### config.mk
export PLATFORM = sky130hd
export DESIGN_NAME = sram_bus_arbiter
export DESIGN_NICKNAME = d
export VERILOG_FILES = /design/src/rtl/sram_pkg.sv /design/src/rtl/sram_bus_arbiter.sv
export SDC_FILE = /design/constraint.sdc
export NUM_CORES = 1
export LEC_CHECK = 0
export ABC_CLOCK_PERIOD_IN_PS = 1200
export CAP_MARGIN = 20
export CORE_AREA = 2 2 94 96
export DETAILED_ROUTE_END_ITERATION = 8
export DIE_AREA = 0 0 96 98
export GPL_ROUTABILITY_DRIVEN = 0
export GPL_TIMING_DRIVEN = 0
export SLEW_MARGIN = 20
export SYNTH_ARGS = -nofsm -noshare
export SYNTH_HDL_FRONTEND = slang
export SYNTH_SLANG_ARGS = --single-unit
### constraint.sdc
create_clock -name clk -period 1.2 [get_ports clk]
set_input_delay 0.18 -clock clk [delete_from_list [all_inputs] [get_ports clk]]
set_output_delay 0.18 -clock clk [all_outputs]
set_load 0.01 [all_outputs]
### src/rtl/sram_pkg.sv
// Shared SoC SRAM definitions: owner encodings and common bus widths.
// Latency: none (types and constants only).
// Backpressure: none.
package sram_pkg;

  localparam int SRAM_DATA_W = 32;
  localparam int SRAM_BE_W   = 4;

  // Which master currently holds the SRAM slave port.
  typedef enum logic {
    OWN0 = 1'b0,
    OWN1 = 1'b1
  } sram_owner_e;

endpackage

### src/rtl/sram_bus_arbiter.sv
// Two-master arbiter in front of sram_sync32_async16: m0 = CPU data port, m1 = DMA/loader.
// Latency: owner's command passes through combinationally; rvalid one cycle after a completing read.
// Backpressure: owner waits on s_wait; non-owner waits on its own ce until ownership moves to it.
module sram_bus_arbiter
  import sram_pkg::*;
#(
  parameter int ADDR_WIDTH = 19
) (
  input  logic                   clk,
  input  logic                   rst,
  input  logic                   m0_ce,
  input  logic                   m0_wren,
  input  logic [ADDR_WIDTH-1:0]  m0_addr,
  input  logic [SRAM_BE_W-1:0]   m0_byteena,
  input  logic [SRAM_DATA_W-1:0] m0_wdata,
  output logic                   m0_wait,
  output logic                   m0_rvalid,
  input  logic                   m1_ce,
  input  logic                   m1_wren,
  input  logic [ADDR_WIDTH-1:0]  m1_addr,
  input  logic [SRAM_BE_W-1:0]   m1_byteena,
  input  logic [SRAM_DATA_W-1:0] m1_wdata,
  output logic                   m1_wait,
  output logic                   m1_rvalid,
  output logic [SRAM_DATA_W-1:0] rdata,
  output logic                   s_ce,
  output logic                   s_wren,
  output logic [ADDR_WIDTH-1:0]  s_addr,
  output logic [SRAM_BE_W-1:0]   s_byteena,
  output logic [SRAM_DATA_W-1:0] s_wdata,
  input  logic [SRAM_DATA_W-1:0] s_q,
  input  logic                   s_wait
);

  sram_owner_e owner;
  sram_owner_e owner_nxt;
  logic        owner_ce;
  logic        owner_wren;
  logic        other_ce;
  logic        xfer_done;

  assign owner_ce   = (owner == OWN1) ? m1_ce   : m0_ce;
  assign owner_wren = (owner == OWN1) ? m1_wren : m0_wren;
  assign other_ce   = (owner == OWN1) ? m0_ce   : m1_ce;
  assign xfer_done  = owner_ce & ~s_wait;

  // Owner register and read-valid pulses, credited to the owner at completion time
  always_ff @(posedge clk or posedge rst) begin
    if (rst) begin
      owner     <= OWN0;
      m0_rvalid <= 1'b0;
      m1_rvalid <= 1'b0;
    end else begin
      owner     <= owner_nxt;
      m0_rvalid <= xfer_done & ~owner_wren & (owner == OWN0);
      m1_rvalid <= xfer_done & ~owner_wren & (owner == OWN1);
    end
  end

  // Hand over only at a transfer boundary: owner idle or completing, and the other side asking
  always_comb begin
    owner_nxt = owner;
    if (other_ce && (!owner_ce || xfer_done)) begin
      owner_nxt = (owner == OWN1) ? OWN0 : OWN1;
    end
  end

  // Slave command mux and wait generation; a non-owner is stalled for as long as it asks
  always_comb begin
    rdata     = s_q;
    s_ce      = m0_ce;
    s_wren    = m0_wren;
    s_addr    = m0_addr;
    s_byteena = m0_byteena;
    s_wdata   = m0_wdata;
    m0_wait   = m0_ce & s_wait;
    m1_wait   = m1_ce;
    if (owner == OWN1) begin
      s_ce      = m1_ce;
      s_wren    = m1_wren;
      s_addr    = m1_addr;
      s_byteena = m1_byteena;
      s_wdata   = m1_wdata;
      m0_wait   = m0_ce;
      m1_wait   = m1_ce & s_wait;
    end
  end

endmodule
== Word-level counts from Yosys, hierarchy flattened ==
Cells that the tools add are included.
Storage, ports and cells
  register bits after elaboration: 3
  latch bits: 0
  bits in writable memories: 0
  memory bits (read-only): 0
  output and inout port bits: 93
  memories: 0
Operators by class
  add/subtract/negate cells: 0
  multiply operators: 0
  div/mod/pow operators: 0
  magnitude comparators: 0
  equal/unequal tests: 0
  shift-type cells: 0
  muxes and demuxes: 9
  bitwise gates (word level): 9
  reductions and logical operators: 3
Operator list (number)
  two-way mux 32 bit: 1
  two-way mux 19 bit: 1
  bitwise AND 1 bit: 6
  two-way mux 1 bit: 6
  two-way mux 4 bit: 1
  NOT 1 bit: 3
  logical AND 1 bit: 1
  logical NOT 1 bit: 1
  logical OR 1 bit: 1

== Logic depth before layout (Yosys ltp) ==
  depth after elaboration: 4
  mapped depth: 4

== Least setup slack after synthesis ==
No wires, ideal clock.
  path type: register to output
  start point: reg owner
  end point: out s_addr[12]
  arrival: 0.933 ns
  setup slack: 0.087 ns
  stages on the path, launching flop included: 4
  cell sequence: dfrtp_1 buf_6 buf_6 mux2_2
Between the ends
  word-level cells in the longest chain between the ends: 1
Ends and longest elaborated chain
  start, declared: line sram_bus_arbiter.sv:35  | sram_owner_e owner;
  start signal, assigned: line sram_bus_arbiter.sv:54  | owner <= owner_nxt;
  two-way mux 19 bit: line sram_bus_arbiter.sv:78  | if (owner == OWN1) begin
  end, declared: line sram_bus_arbiter.sv:28  | output logic [ADDR_WIDTH-1:0] s_addr,
No other way between the ends.

== Worst setup path in the final report ==
  start point: reg owner
  end point: out s_wdata[26]
Between the ends
  word-level cells in the longest chain between the ends: 1
Ends and longest elaborated chain
  two-way mux 32 bit: line sram_bus_arbiter.sv:78
  end, declared: line sram_bus_arbiter.sv:30  | output logic [SRAM_DATA_W-1:0] s_wdata,
No other way between the ends.

==> impl_metrics.env <==
export IMPL_synth_compound_area_share_pct=3.17
export IMPL_cap_violations=0
export IMPL_seqPwrFrac_pct=4.5
export IMPL_grt_ovfl_total=0
export IMPL_hold_viol_final=0
export IMPL_startpoint_type="register"
export IMPL_routedWlPerCell_um=13.9
export IMPL_p_sw_share_pct=28.3
export IMPL_dr_pass1_iters=2
export IMPL_num_nets_final=494
export IMPL_worstPathMaxFanout=9
export IMPL_setup_violations=60
export IMPL_synth_warnings=0
export IMPL_cts_root_buf="clkbuf_8"
export IMPL_clkPwrFrac_pct=11.6
export IMPL_area_growth_pct=247
export IMPL_synth_area_mux_share_pct=58.2
export IMPL_skew_ns=0.00115
export IMPL_track_usage_pct=10.8
export IMPL_cp_num_cells=5
export IMPL_grt_pass1_wl_um=7980
export IMPL_clk_pin_slew_ns=0.03
export IMPL_crit_end="s_wdata[26]"
export IMPL_yosys_area_share_adder_pct=0
export IMPL_netlist_area_um2=1100
export IMPL_reg2reg_depth=6
export IMPL_synth_cell_types=11
export IMPL_setup_slack_ns=-0.433
export IMPL_hp_class="in2async"
export IMPL_r2r_start="owner$_DFFE_PP0P_"
export IMPL_n_fill_cell=822
export IMPL_grt_setup_unrepaired="true"
export IMPL_cts_buffers=3
export IMPL_critPathLaunch="owner$_DFFE_PP0P_"
export IMPL_die_area_um2=9410
export IMPL_synthesis_nets=257
export IMPL_cpLargestDelayFamily="buffers and inverters"
export IMPL_arrival_ns=1.45
export IMPL_violations="setup timing"
export IMPL_die_w_um=96
export IMPL_critPathSlowestCell="dfrtp_1"
export IMPL_dp_hpwl_um=4960
export IMPL_worst_pin_slew_ns=0.210
export IMPL_p_leak_nw=1.78
export IMPL_drive_gt1_share_pct=53.5
export IMPL_endpoint_kind="output pin"
export IMPL_row_count=34
export IMPL_fmax_mhz=612
export IMPL_pwr_share_comb_pct=83.8
export IMPL_die_height_um=98
export IMPL_routed_wirelength_um=6270
export IMPL_antenna_left=0
export IMPL_power_density_nw_per_um2=648
export IMPL_via_per_inst=3.78
export IMPL_cts_path_max_buffers=2
export IMPL_layout_commonest_cell="clkdlybuf4s50_1"
export IMPL_critPathKind="reg2out"
export IMPL_cpPeakStageDelay_ns=0.38
export IMPL_synth_seq_area_share_pct=6.80
export IMPL_diodes=0
export IMPL_synth_xor_area_share_pct=0
export IMPL_vias=1708
export IMPL_crit_required_ns=1.02
export IMPL_placed_area_um2=3330
export IMPL_clk_latency_ns=0.21
export IMPL_cts_tree="built"
export IMPL_drcViolationCount=0
export IMPL_synth_top_family_by_area="multiplexers"
export IMPL_r2r_setup_slack_ns=-0.10
export IMPL_final_cell_mix="148 x clkdlybuf4s50_1, 54 x buf_6, 42 x buf_4, 39 x mux2_4, 18 x mux2_2"
export IMPL_layout_min_cycle_time_ns=1.63
export IMPL_relSlewSlack_pct=85.9
export IMPL_grt_pass1_vias=1646
export IMPL_p_int_mw=1.78
export IMPL_path_buf_inv=4
export IMPL_synth_ff_latch_count=3
export IMPL_outcome="finished with violations"
export IMPL_post_route_util_pct=45.2
export IMPL_synthCells=108
export IMPL_irDropWorstVdd_v=0.000242
export IMPL_syn_avg_cell_area_um2=10.2
export IMPL_core_area_um2=8470
export IMPL_rr_endpoint="owner$_DFFE_PP0P_"
export IMPL_synth_simple_gate_area_share_pct=1.93
export IMPL_htreeDepth=1
export IMPL_cp_common_cell="buf_12"
export IMPL_finalCritPeriodShare_pct=136
export IMPL_grt_max_degree=11
export IMPL_port_buffers=209
export IMPL_slew_violations=0
export IMPL_initial_core_util_pct=13.0
export IMPL_grt_antenna_before_repair=0
export IMPL_path_cells="buf_12 -> buf_12 -> buf_4 -> mux2_4 -> buf_6"
export IMPL_cts_sinks=3
export IMPL_io_pins=242
export IMPL_drtIter0Drc=2
export IMPL_p_switching_mw=0.703
export IMPL_post_route_cell_area_um2=3830
export IMPL_p_total_mw=2.48
power groups by stage:
stage / Combinational, mW / Sequential (mW) / Clock (mW)
after global placement: 1.67 / 0.113 / 0
after CTS: 1.74 / 0.111 / 0.299
after global routing: 2.20 / 0.114 / 0.317
after floorplan: 0.678 / 0.113 / 0
final: 2.08 / 0.113 / 0.289
after detailed placement: 1.66 / 0.113 / 0
through the flow:
stage               instances  TNS (ns)  hold WS [ns]  setup WS (ns)
CTS                       429    -21.78         0.141         -0.496
global placement          425    -25.68         0.365         -0.475
global route              452    -24.57         0.152         -0.478
finish                    452    -21.78         0.136         -0.433
floorplan                 108         0       -0.0664         0.0870
detailed placement        425    -25.18         0.361         -0.467
logic make-up (layout without fill, tap and decap cells):
group	Yosys count	in the layout
AOI/OAI and AO/OA	4	4
buffers and inverters	42	278
DFF	3	3
and+or+nand+nor	2	2
muxes	57	57
routing by layer:
layer	vias to the layer above	global-route usage, %	part of all wire [%]
met5	-	0	0
met3	2	3.70	12
li1	821	-	-
met1	771	12.3	37
met2	114	19.7	51
met4	0	1.10	0.43
worst min path at each step:
stage / slack, ns / end
global placement: 0.37 / m0_rvalid$_DFF_PP0_
finish: 0.14 / owner$_DFFE_PP0P_
global route: 0.15 / owner$_DFFE_PP0P_
floorplan: -0.07 / m0_rvalid$_DFF_PP0_
detailed placement: 0.36 / m1_rvalid$_DFF_PP0_
CTS: 0.14 / m1_rvalid$_DFF_PP0_
registers in the layout, indices dropped and copies added (netlist names):
name       flops
m1_rvalid      1
m0_rvalid      1
owner          1
worst reg2reg max path, stage by stage (launching register included):
cell       delay (ns)
dfrtp_1          0.38
buf_12           0.16
buf_6            0.12
clkbuf_16        0.15
o21a_1           0.17
buf_4            0.13
o22ai_2          0.12
what timing repair did:
action                     in CTS  in global routing
cloned                          0                  3
setup endpoints to repair      61                 60
gates resized for setup       229                104
buffers inserted                0                 21
hold buffers                    0                  0
pin swaps                       1                  0
final cells by class:
type | count | area, um2 | share of cell area (%)
inverter | 3 | 11.3 | 0.294
tap | 108 | 135 | 3.53
sequential | 3 | 75.1 | 1.96
multi-input combinational | 63 | 851 | 22.2
clock buffer | 4 | 45.0 | 1.18
buffer | 38 | 355 | 9.28
timing repair buffer | 233 | 2360 | 61.5
synth_stat cells:
library cell,n,area [um2]
inv_2,1,3.75
buf_6,7,78.8
mux2_2,57,642
buf_4,32,240
dfrtp_1,3,75.1
nor4_2,1,12.5
o22ai_2,1,12.5
a21boi_0,1,7.51
inv_1,2,7.51
o21a_1,2,15.0
nor4b_1,1,8.76
(Power assumes the default switching activity.)
